`src/rtl/ram_burst_reader.sv`:
```
// Burst read controller for a 2^ADDR_W x DATA_W synchronous-read RAM.
// The one-cycle read latency is absorbed by a 2-entry FIFO with credit-gated read issue.
module ram_burst_reader #(
  parameter int ADDR_W = 4,
  parameter int DATA_W = 8,
  parameter int LEN_W  = 5
) (
  input  logic              r_clk,
  input  logic              rst_n,
  input  logic              start,
  input  logic [ADDR_W-1:0] start_addr,
  input  logic [LEN_W-1:0]  len,
  output logic              busy,
  output logic              done,
  output logic              r_en,
  output logic [ADDR_W-1:0] r_addr,
  input  logic [DATA_W-1:0] r_data,
  output logic [DATA_W-1:0] dout,
  output logic              dout_valid,
  input  logic              dout_ready,
  output logic              dout_last
);

  typedef enum logic {IDLE = 1'b0, RUN = 1'b1} state_t;

  state_t            r_state;
  logic [ADDR_W-1:0] r_addr_cnt;
  logic [LEN_W-1:0]  r_issue_rem;
  logic [LEN_W-1:0]  r_out_rem;
  logic              r_inflight;
  logic              r_done;
  logic [DATA_W-1:0] r_fifo [2];
  logic              r_wr_ptr;
  logic              r_rd_ptr;
  logic [1:0]        r_count;

  logic              w_pop;
  logic [2:0]        w_occ;
  logic              w_credit;

  // A pop this cycle frees a slot, so it counts toward the credit for a new read.
  assign w_pop    = dout_valid && dout_ready;
  assign w_occ    = {1'b0, r_count} + {2'b00, r_inflight};
  assign w_credit = w_occ < (3'd2 + {2'b00, w_pop});

  assign r_en       = (r_state == RUN) && (r_issue_rem != {LEN_W{1'b0}}) && w_credit;
  assign r_addr     = r_addr_cnt;
  assign busy       = (r_state == RUN);
  assign done       = r_done;
  assign dout_valid = (r_count != 2'd0);
  assign dout       = dout_valid ? r_fifo[r_rd_ptr] : {DATA_W{1'b0}};
  assign dout_last  = dout_valid && (r_out_rem == LEN_W'(1'b1));

  // Burst FSM, read issue counters, in-flight tracking and output FIFO.
  always_ff @(posedge r_clk) begin
    if (!rst_n) begin
      r_state     <= IDLE;
      r_addr_cnt  <= {ADDR_W{1'b0}};
      r_issue_rem <= {LEN_W{1'b0}};
      r_out_rem   <= {LEN_W{1'b0}};
      r_inflight  <= 1'b0;
      r_done      <= 1'b0;
      r_fifo[0]   <= {DATA_W{1'b0}};
      r_fifo[1]   <= {DATA_W{1'b0}};
      r_wr_ptr    <= 1'b0;
      r_rd_ptr    <= 1'b0;
      r_count     <= 2'd0;
    end else begin
      r_done     <= 1'b0;
      r_inflight <= r_en;
      if (r_inflight) begin
        r_fifo[r_wr_ptr] <= r_data;
        r_wr_ptr         <= ~r_wr_ptr;
      end
      if (w_pop) begin
        r_rd_ptr <= ~r_rd_ptr;
      end
      r_count <= r_count + {1'b0, r_inflight} - {1'b0, w_pop};
      if (r_en) begin
        r_addr_cnt  <= r_addr_cnt + ADDR_W'(1'b1);
        r_issue_rem <= r_issue_rem - LEN_W'(1'b1);
      end
      case (r_state)
        IDLE: begin
          if (start && (len != {LEN_W{1'b0}})) begin
            r_addr_cnt  <= start_addr;
            r_issue_rem <= len;
            r_out_rem   <= len;
            r_state     <= RUN;
          end
        end
        RUN: begin
          if (w_pop) begin
            r_out_rem <= r_out_rem - LEN_W'(1'b1);
            if (r_out_rem == LEN_W'(1'b1)) begin
              r_state <= IDLE;
              r_done  <= 1'b1;
            end
          end
        end
        default: r_state <= IDLE;
      endcase
    end
  end

endmodule
```
`config.mk`:
```
export PLATFORM = sky130hd
export DESIGN_NAME = ram_burst_reader
export DESIGN_NICKNAME = d
export VERILOG_FILES = /design/src/rtl/ram_burst_reader.sv
export SDC_FILE = /design/constraint.sdc
export NUM_CORES = 1
export LEC_CHECK = 0
export CORE_UTILIZATION = 44
export DETAILED_ROUTE_END_ITERATION = 10
export GPL_ROUTABILITY_DRIVEN = 0
export PLACE_DENSITY = 0.81
export RECOVER_POWER = 50
export SYNTH_ARGS = -nofsm -noshare
export SYNTH_HDL_FRONTEND = slang
export SYNTH_SLANG_ARGS = --single-unit
```
`constraint.sdc`:
```
create_clock -name r_clk -period 2.2 [get_ports r_clk]
set_input_delay 0.66 -clock r_clk [delete_from_list [all_inputs] [get_ports r_clk]]
set_output_delay 0.66 -clock r_clk [all_outputs]
set_load 0.05 [all_outputs]
```
; ---- After elaboration in Yosys (flattened, before gate mapping)
; Memory sizes are Yosys's and may differ from the RTL's. A register that Yosys moved wholly into a read port is not among the register bits.
; Index checks and enable logic that the tools add are counted.
[word_totals]
input_bits = 21
mem_count = 1
mem_bits_rw = 16
elab_cells = 59
register_bits = 21
output_inout_bits = 17
[memory_table]
columns = name, words, width, read_ports, rd_clocked_by_memory_dff, wr, line
row1 = r_fifo, 2, 8, 1, 1, 2, 32  ; logic [DATA_W-1:0] r_fifo [2];
[classes]
n_addsub = 7
magnitude_cmp = 1
muxes = 24
bitwise = 3
n_eq_ne = 3
n_reduce_logical = 11
[ops]
columns = cell, n
row1 = 5-bit 2-to-1 mux, 5
row2 = 8-bit 2-to-1 mux, 2
row3 = 1-bit 2-to-1 mux, 12
row4 = 4-bit 2-to-1 mux, 3
row5 = 5-bit case mux with 2 select lines, 1
row6 = 5-bit nonzero test, 2
row7 = 5-bit by 1-bit subtractor with 5-bit output (second input constant), 2
row8 = 8-bit OR reduction, 1
row9 = 5-bit by 1-bit == test with 1-bit output (second input constant), 1
row10 = 1-bit logical AND, 5
row11 = 4-bit by 1-bit adder with 4-bit output (second input constant), 1
row12 = 2-bit by 1-bit adder with 3-bit output, 1
row13 = 2-bit by 1-bit adder with 3-bit output (first input constant), 1
row14 = 3-bit less-than comparator, 1
row15 = 1-bit NOT, 3
row16 = 3-bit AND reduction, 1
row17 = 2-bit by 1-bit adder with 2-bit output, 1
row18 = 2-bit by 1-bit != test with 1-bit output (second input constant), 1
row19 = 2-bit != test (second input constant), 1
row20 = 1-bit case mux with 2 select lines, 1
row21 = 2-bit AND reduction, 1
row22 = 2-bit nonzero test, 1
row23 = 2-bit by 1-bit subtractor with 2-bit output, 1

; ---- Depth between registers and ports, before layout
[logic_depth]
word_depth = 8
mapped_depth = 8
depth_no_buf = 8

; ---- Worst setup path after synthesis
; OpenSTA, ideal clock, no wires.
[synth_path]
path_type = reg2out
startpoint = register r_state, in the netlist busy
endpoint = output r_en
t_required_ps = 1540
n_path_buf = 3
slack_ps = -601
arrival_time_ps = 2141
stages_incl_launch_ff = 6
path_cell_list = dfxtp_1 > buf_4 > or3b_1 > buf_2 > buf_2 > nor2_1
[synth_between]
elab_chain_len = 2
[synth_lines]
columns = element, line
row1 = from (decl), 26  ; state_t r_state;
row2 = from (signal assigned), 57  ; r_state <= IDLE;
row3 = from (signal assigned), 89  ; r_state <= RUN;
row4 = from (signal assigned), 96  ; r_state <= IDLE;
row5 = 1-bit logical AND (2 in series), 46  ; assign r_en = (r_state == RUN) && (r_issue_rem != {LEN_W{1'b0}}) && w_credit;
row6 = to (decl), 15  ; output logic r_en,
; No other way between the ends.

; ---- Final worst setup path
[layout_path]
startpoint = register r_count[0]
endpoint = output r_en
[layout_between]
elab_chain_len = 5
elab_cells_between_ends = 6
cone_classes = 2 x add/sub / 1 x order compare / 3 x reduce/logical
[layout_lines]
columns = element, line
row1 = from (decl), 35  ; logic [1:0] r_count;
row2 = from (signal assigned), 78  ; r_count <= r_count + {1'b0, r_inflight} - {1'b0, w_pop};
row3 = 2-bit nonzero test, 50  ; assign dout_valid = (r_count != 2'd0);
row4 = 1-bit logical AND, 42  ; assign w_pop = dout_valid && dout_ready;
row5 = 2-bit by 1-bit adder with 3-bit output, 44  ; assign w_credit = w_occ < (3'd2 + {2'b00, w_pop});
row6 = 3-bit less-than comparator *, 44
row7 = 1-bit logical AND *, 46
; Every way passes the cells marked *; elsewhere a longest branch is shown, timed or not.

==> results.sh <==
export IMPL_status="finished with violations"
export IMPL_violations="setup timing"
export IMPL_placed_area_mm2=0.00247
export IMPL_worstHoldPathType="register to register"
export IMPL_drive_gt1_share_pct=20.9
export IMPL_drt_vias_per_instance=5.30
export IMPL_fp_dieH_um=68.7
export IMPL_cts_buffers=5
export IMPL_cp_start_kind="register"
export IMPL_peakVddDrop_uv=547
export IMPL_yosys_area_top_type="edfxtp_1"
export IMPL_antenna_found_initial=0
export IMPL_ys_top_cells_by_count="and2_1 (22), dfxtp_1 (22), edfxtp_1 (16), o21ai_0 (16), nor2_1 (15)"
export IMPL_core_area_mm2=0.00414
export IMPL_async_reset_ff_share_pct=0
export IMPL_critPathMaxFanout=4
export IMPL_grt_pass1_wl_mm=6.62
export IMPL_tightest_slew_ps=594
export IMPL_ys_types=38
export IMPL_areaGrowthSynthToFinish_pct=34.1
export IMPL_ys_top_cells_by_area="edfxtp_1 (25%), dfxtp_1 (23%), and2_1 (7.0%), ha_1 (5.1%), mux2i_1 (4.1%)"
export IMPL_grt_start_max_net_pins=30
export IMPL_ant_nets=0
export IMPL_fin_crit_sh_pct=105
export IMPL_hold_buffers=0
export IMPL_syn_num_nets=236
export IMPL_finalSetupViolCount=1
export IMPL_synth_top_cell_area_share_pct=24.6
export IMPL_clkSinkCount=38
export IMPL_final_core_util_pct=63.3
export IMPL_final_area_mm2=0.00262
export IMPL_p_leak_nw=1.03
export IMPL_finClkSkew_ps=1.86
export IMPL_synth_seq_cells=38
export IMPL_syn_area_per_cell_um2=9.45
export IMPL_final_hold_viol_count=0
export IMPL_syn_inst=207
export IMPL_crit_path_end_kind="primary output"
export IMPL_fin_ws_ps=-101
export IMPL_cts_path_max_buffers=2
export IMPL_grt_pass1_vias=1526
export IMPL_drv_cap=0
export IMPL_synth_ff_type="dfxtp_1"
export IMPL_port_buffer_count=37
export IMPL_wl_per_cell_um=13.6
export IMPL_n_antenna_cell=0
export IMPL_dieArea_mm2=0.00472
export IMPL_slew_violations=0
export IMPL_yosysSeqAreaShare_pct=47.1
export IMPL_nNetsFinal=286
export IMPL_io_pins=38
export IMPL_post_place_ws_ps=-241
export IMPL_grtUsageTotal_pct=19.6
export IMPL_maxSlewHeadroom_pct=60.6
export IMPL_rows=23
export IMPL_fin_total_pwr_w=0.00266
export IMPL_cts_tree="built"
export IMPL_yosys_warnings=0
export IMPL_drtIter0Drc=55
export IMPL_rsz0062_at_grt="true"
export IMPL_max_freq_ghz=0.435
export IMPL_dr_pass1_iters=4
export IMPL_cp_data_required_time_ps=1540
export IMPL_place_hpwl_mm=2.88
export IMPL_die_w_um=68.7
export IMPL_r2r_setup_slack_ps=180
export IMPL_crit_type="register to primary output"
export IMPL_grt_overflow_total=0
export IMPL_cp_arrival_ps=1640
export IMPL_synth_edf_count=16
export IMPL_wirelength_mm=4.19
export IMPL_vias=1632
export IMPL_clk_pin_slew_ps=80
export IMPL_cts_root_buffer="clkbuf_8"
export IMPL_syn_cell_area_mm2=0.00196
export IMPL_power_density_mw_per_mm2=1010
export IMPL_route_detailed_drc=0
export IMPL_start_util_pct=47.2
export IMPL_htreeDepth=2
export IMPL_post_route_min_period_ps=2300
export IMPL_clk_latency_ps=290
-- area by class of cell --
type                    count  area (um^2)
flip-flops and latches     38          930
repair buffers             55          459
inverters                  12         45.0
fillers                   370         1520
well taps                  50         62.6
clock buffers               5         68.8
clock inverters             3         45.0
multi-input cells         145         1010
-- power breakdown --
group | switching (W) | internal [W]
clock network | 0.000263 | 0.000337
logic | 0.000674 | 0.000445
registers | 0.000112 | 0.000830
total | 0.00105 | 0.00161
-- flip-flops by register name (all words and copies together) (netlist names), named ones only --
register / cells
r_wr_ptr: 1
r_addr: 4
r_issue_rem: 5
r_count: 2
busy: 1
r_inflight: 1
r_out_rem: 5
done: 1
r_fifo: 16
r_rd_ptr: 1
-- cells by family (layout without fill, tap and decap cells) --
group,count (synthesis),after routing,share of synthesized area (%)
AOI/OAI and AO/OA,46,46,14.7
xor gates and xnor gates,4,4,1.79
adders and majority gates,8,8,5.12
buffers and inverters,24,75,5.05
DFF,38,38,47.1
muxes,9,9,4.67
and+or+nand+nor,78,78,21.6
-- repair_timing --
action | CTS | global route
pin swaps | 4 | 1
setup buffers | 2 | 0
endpoints found under the setup margin | 10 | 16
gates resized for setup | 8 | 4
-- routing by layer --
layer / vias to the layer above / track usage (%) / share of wire [%]
met3: 7 / 5.43 / 4.3
met4: 0 / 9.44 / 2.2
met5: - / 0 / 0
li1: 835 / - / -
met1: 756 / 23.5 / 45
met2: 34 / 32.4 / 49
-- metrics by stage --
step	TNS, ps	hold slack [ps]	cells
2_1_floorplan	0	447	207
3_5_place_dp	-3120	490	298
6_report	-101	494	308
5_1_grt	-947	521	308
4_1_cts	-675	502	308
3_3_place_gp	-2440	459	298
-- critical path, stage by stage (launching register included) --
cell,delay (ps)
dfxtp_2,360
ha_4,170
ha_4,150
or3b_4,410
nor2_4,120
buf_12,140
-- final timing paths --
path                 from      endpoint  cells after the start
max            r_count[0]          r_en                      5
min          r_out_rem[4]  r_out_rem[4]                      2
max reg2reg    r_count[0]     r_addr[3]                      6
min reg2reg  r_out_rem[4]  r_out_rem[4]                      2
-- cell usage in the layout (no fill, tap or decap), types with 3 or more instances in the layout --
| cell type | synthesis | final |
|---|---|---|
| nor2b_1 | 4 | 4 |
| or3_1 | 4 | 4 |
| and2_1 | 22 | 18 |
| nand2_1 | 13 | 13 |
| ha_1 | 8 | 5 |
| o31ai_1 | 5 | 5 |
| ha_4 | 0 | 3 |
| clkdlybuf4s50_1 | 0 | 20 |
| and2_0 | 0 | 4 |
| buf_4 | 1 | 24 |
| edfxtp_1 | 16 | 16 |
| xnor2_1 | 3 | 3 |
| and3_1 | 3 | 3 |
| inv_1 | 12 | 10 |
| o21ai_0 | 16 | 16 |
| mux2i_1 | 8 | 8 |
| nand3_1 | 4 | 4 |
| dfxtp_2 | 0 | 4 |
| dfxtp_1 | 22 | 17 |
| nor2_1 | 15 | 13 |
| a31oi_1 | 8 | 8 |
| o22ai_1 | 5 | 5 |
| or4_1 | 5 | 5 |
| clkbuf_1 | 7 | 5 |
| a21oi_1 | 3 | 3 |
| clkbuf_8 | 0 | 5 |
Power figures use the tool's default switching activity.
